--- src/rtl/spk_out_buf.sv ---
// Spike output buffer: queues fired neuron coordinates in a FIFO and drains them
// to the router through a registered valid/ready stage with early-full backpressure.
module spk_out_buf #(
  parameter int unsigned SW     = 24,
  parameter int unsigned DEPTH  = 16,
  parameter int unsigned AW     = 4,
  parameter int unsigned MARGIN = 4
) (
  input  logic          clk,
  input  logic          rst,
  input  logic [SW-1:0] config_spk_out_neuid,
  input  logic          soma_spk_vld,
  input  logic          soma_spk_fire,
  output logic          spk_out_config_full,
  input  logic          spk_out_clear,
  output logic          spk_out_vld,
  output logic [SW-1:0] spk_out_data,
  input  logic          spk_out_rdy,
  output logic          spk_out_overflow,
  output logic [7:0]    spk_out_drop_cnt,
  output logic          spk_out_empty
);

  localparam int unsigned CW      = AW + 1;
  localparam int unsigned FULL_TH = DEPTH - MARGIN;

  logic [SW-1:0] mem [DEPTH];
  logic [AW-1:0] wr_ptr;
  logic [AW-1:0] rd_ptr;
  logic [CW-1:0] count;
  logic          wr_ev;
  logic          fifo_full;
  logic          wr_ok;
  logic          drop;
  logic          pop;

  // Event decode; clear suppresses every other action in its cycle
  always_comb begin
    wr_ev               = soma_spk_vld && soma_spk_fire;
    fifo_full           = (count == CW'(DEPTH));
    wr_ok               = wr_ev && !fifo_full && !spk_out_clear;
    drop                = wr_ev && fifo_full && !spk_out_clear;
    pop                 = (count != '0) && (!spk_out_vld || spk_out_rdy) && !spk_out_clear;
    spk_out_config_full = (count >= CW'(FULL_TH));
    spk_out_empty       = (count == '0) && !spk_out_vld;
  end

  // Storage array carries no reset; validity is tracked by pointers and count
  always_ff @(posedge clk) begin
    if (wr_ok) begin
      mem[wr_ptr] <= config_spk_out_neuid;
    end
  end

  always_ff @(posedge clk or posedge rst) begin
    if (rst) begin
      wr_ptr           <= '0;
      rd_ptr           <= '0;
      count            <= '0;
      spk_out_vld      <= 1'b0;
      spk_out_data     <= '0;
      spk_out_overflow <= 1'b0;
      spk_out_drop_cnt <= '0;
    end else if (spk_out_clear) begin
      wr_ptr           <= '0;
      rd_ptr           <= '0;
      count            <= '0;
      spk_out_vld      <= 1'b0;
      spk_out_data     <= '0;
      spk_out_overflow <= 1'b0;
      spk_out_drop_cnt <= '0;
    end else begin
      if (wr_ok) begin
        wr_ptr <= wr_ptr + AW'(1);
      end
      if (pop) begin
        rd_ptr <= rd_ptr + AW'(1);
      end
      case ({wr_ok, pop})
        2'b10:   count <= count + CW'(1);
        2'b01:   count <= count - CW'(1);
        default: count <= count;
      endcase
      if (drop) begin
        spk_out_overflow <= 1'b1;
        if (spk_out_drop_cnt != 8'hFF) begin
          spk_out_drop_cnt <= spk_out_drop_cnt + 8'd1;
        end
      end
      // Output register reloads on pop, empties when consumed with nothing behind it
      if (pop) begin
        spk_out_vld  <= 1'b1;
        spk_out_data <= mem[rd_ptr];
      end else if (spk_out_vld && spk_out_rdy) begin
        spk_out_vld <= 1'b0;
      end
    end
  end

endmodule

--- config.mk ---
export PLATFORM = sky130hd
export DESIGN_NAME = spk_out_buf
export DESIGN_NICKNAME = d
export VERILOG_FILES = /design/src/rtl/spk_out_buf.sv
export SDC_FILE = /design/constraint.sdc
export NUM_CORES = 1
export LEC_CHECK = 0
export CAP_MARGIN = 30
export CORE_MARGIN = 1.5
export CORE_UTILIZATION = 35
export DETAILED_ROUTE_END_ITERATION = 10
export GPL_ROUTABILITY_DRIVEN = 0
export PLACE_DENSITY = 0.48
export SLEW_MARGIN = 25
export SYNTH_ARGS = -nofsm -noshare
export SYNTH_HDL_FRONTEND = slang
export SYNTH_SLANG_ARGS = --single-unit
--- constraint.sdc ---
create_clock -name clk -period 3.2 [get_ports clk]
set_clock_uncertainty 0.05 [all_clocks]
set_input_delay 0.96 -clock clk [delete_from_list [all_inputs] [get_ports clk]]
set_output_delay 0.96 -clock clk [all_outputs]
set_load 0.01 [all_outputs]
==> results.md, run 1 <==
* Sequential area share after synthesis at 75.7%
* Global-route wire length before repair at 58.9 mm
* VDD IR max at 0.000422 V
* Die width at 222 um
* Clk root buf: clkbuf_16
* Synth top area cells: edfxtp_1 69%, mux4_2 13%, dfrtp_1 7.0%, mux2i_1 3.1%, o221ai_1 1.3%
* CTS tree: built
* Largest net degree at the start of global routing at 57
* Cell row count at 80
* Vias in the first global route at 8665
* Max-cap violation count at 0
* Placed cell count at 1493
* Gr usage total at 16.4%
* CTS sink count at 431
* PD cells at 672 nW/um^2
* # port buffers at 65
* Cell count after synthesis at 798
* Final Hold Fails at 0
* YS warnings at 0
* Maximum clock frequency at 329 MHz
* Final net count at 967
* Setup violators final at 0
* Worst EP arrival at 2030 ps
* Commonest cells post-synth: 384 x edfxtp_1, 96 x mux4_2, 52 x mux2i_1
* Met1 Usage GRT at 22.6%
* Core area at 47500 um^2
* Antenna-violating nets left at 0
* Seq cells post-synth at 431
* Ys flop type: edfxtp_1
* Final Non-Filler Cells at 1580
* Post-Synthesis Cell Area at 16800 um^2
* Worst-path maximum fanout at 5
* Area delta synth->final at 21.5%
* Post-synth cell types at 38
* Die Y-Extent at 222 um
* Status: complete, no violations
* Top-area cell type share of the netlist area at 68.7%
* # DRC at 0
* Synth Area per Inst at 21.0 um^2
* Worst Hold Class: flop to flop
* Die Area at 49300 um^2
* Slew HR at 58.2%
* Starting Density at 35.3%
* Drt wl/cell at 25.0 um
* Drt first pass iters at 4
* Worst-Margin Slew at 625 ps
* First DRT Iteration DRCs at 607
* Final Cycle Share at 95.1%
* Layout cells sized above 1 at 26.2%
* Area leader, netlist: edfxtp_1
* Vias per cell at 5.18
* Worst EP required at 2190 ps
* Worst skew pair latency at 590 ps
* RSZ-0062 raised after global routing: false
* WS Path Type: flop to primary output
* # fillers at 4160
* Num CTS Buffers at 47
* Antenna violations before repair at 2
* Worst hold slack at 474 ps
* GRT overflow at 0
* GR Util met3 at 3.14%
* Leak at 0.00646 uW
* Crit path time final at 3040 ps
* Routed wire length at 39.5 mm
* Routed via count at 8192
* Count leader, synth: edfxtp_1
* Critical path capture point type: primary output
* Final core utilization at 42.9%
* Post-synthesis net count at 838
* HPWL Detailed at 23.0 mm
* CTS max path bufs at 3
* Met2 Usage GRT at 26.6%
* Max-slew violation count at 0
* Critical path startpoint category: flop
* Gr busiest metal: met2
* H-tree Lvls at 2
* Ant. Diodes at 0
* Ys async rst share at 10.9%
* I/O pin total at 66
* Clk pin slew, worst setup/hold paths at 60 ps
* Number of synthesized flops with an enable pin at 384
* Pwr Total at 13700 uW
worst paths after layout:
| path | cells after the start | slack, ps | from | end |
|---|---|---|---|---|
| min in group asynchronous | 2 | 660 | rst | spk_out_data[2] |
| hold reg to reg | 2 | 470 | spk_out_overflow | spk_out_overflow |
| hold / removal | 2 | 470 | spk_out_overflow | spk_out_overflow |
| max in group asynchronous | 3 | 1860 | rst | spk_out_data[17] |
| setup reg to reg | 10 | 470 | count[1] | count[4] |
| setup / recovery | 3 | 160 | count[1] | spk_out_empty |
worst max-delay path, stage by stage (launching register included):
cell,delay [ps]
dfrtp_1,440
or4_4,580
nor3_1,150
dlygate4sd2_1,290
power breakdown:
group | internal, uW | leakage, uW | switching [uW] | total [uW]
logic | 900 | 0.00163 | 988 | 1890
clock network | 3090 | 0.000749 | 2190 | 5280
registers | 6300 | 0.00408 | 249 | 6550
total | 10300 | 0.00646 | 3430 | 13700
layout by cell type (no fill, tap or decap), types with 16 or more instances in the layout:
| cell type | n |
|---|---|
| mux2i_1 | 52 |
| buf_12 | 28 |
| o221ai_1 | 24 |
| nor2_1 | 23 |
| dfrtp_1 | 44 |
| nor2_4 | 16 |
| mux4_2 | 96 |
| buf_4 | 30 |
| nand3b_1 | 25 |
| clkbuf_16 | 47 |
| clkdlybuf4s50_1 | 63 |
| edfxtp_1 | 384 |
state kept, by name (all words and copies together), names as in the netlist:
| register | count |
|---|---|
| count | 5 |
| mem | 384 |
| spk_out_vld | 1 |
| rd_ptr | 4 |
| spk_out_data | 24 |
| wr_ptr | 4 |
| spk_out_drop_cnt | 8 |
| spk_out_overflow | 1 |
per-stage QoR:
step	setup slack, ps	setup TNS [ps]	instance area (um^2)
5_1_grt	66.4	0	20400
2_1_floorplan	65.7	0	16800
4_1_cts	114	0	20400
6_report	158	0	20400
3_3_place_gp	-248	-286	18900
3_5_place_dp	-215	-263	18900
cells by family (layout without fill, tap and decap cells):
group	after synthesis	in the layout	synth area share, %
flip-flops	431	431	75.7
buffers and inverters	50	217	1.45
adder cells (fa/ha/maj)	10	10	0.790
XOR/XNOR	15	15	0.782
AND/OR/NAND/NOR	101	101	3.26
AO/OA/AOI/OAI	43	43	2.06
multiplexers	148	148	16.0
layout make-up:
cell class,instances,area (um^2),share of cell area [%]
clock buffers,64,1300,6.37
multi-input cells,317,3960,19.4
flip-flops and latches,431,12700,62.3
well taps,615,769,3.77
inverters,7,26.3,0.129
clock inverters,23,200,0.981
repair buffers,123,1430,7.01
timing repair:
| item | in CTS | in global routing |
|---|---|---|
| buffers inserted | 0 | 0 |
| hold endpoints to repair | 0 | 0 |
| hold buffers | 0 | 0 |
| resized for setup | 1 | 0 |
| setup endpoints to repair | 1 | 0 |
layer usage:
layer  wire length, um  part of all wire, %
met5                17                0.043
met1             18100                   46
met4               732                  1.9
met2             19000                   48
met3              1690                  4.3
Note: power is estimated with default switching activity, not from simulation.
==> run 2: changes to the inputs <==
--- a/config.mk
+++ b/config.mk
@@ -8,6 +8,7 @@
 export CAP_MARGIN = 30
 export CORE_MARGIN = 1.5
 export CORE_UTILIZATION = 35
+export CTS_CLUSTER_SIZE = 28
 export DETAILED_ROUTE_END_ITERATION = 10
 export GPL_ROUTABILITY_DRIVEN = 0
 export PLACE_DENSITY = 0.48
==> results of run 2 <==
The final DEF is identical to that of run 1; final timing and power are the same.
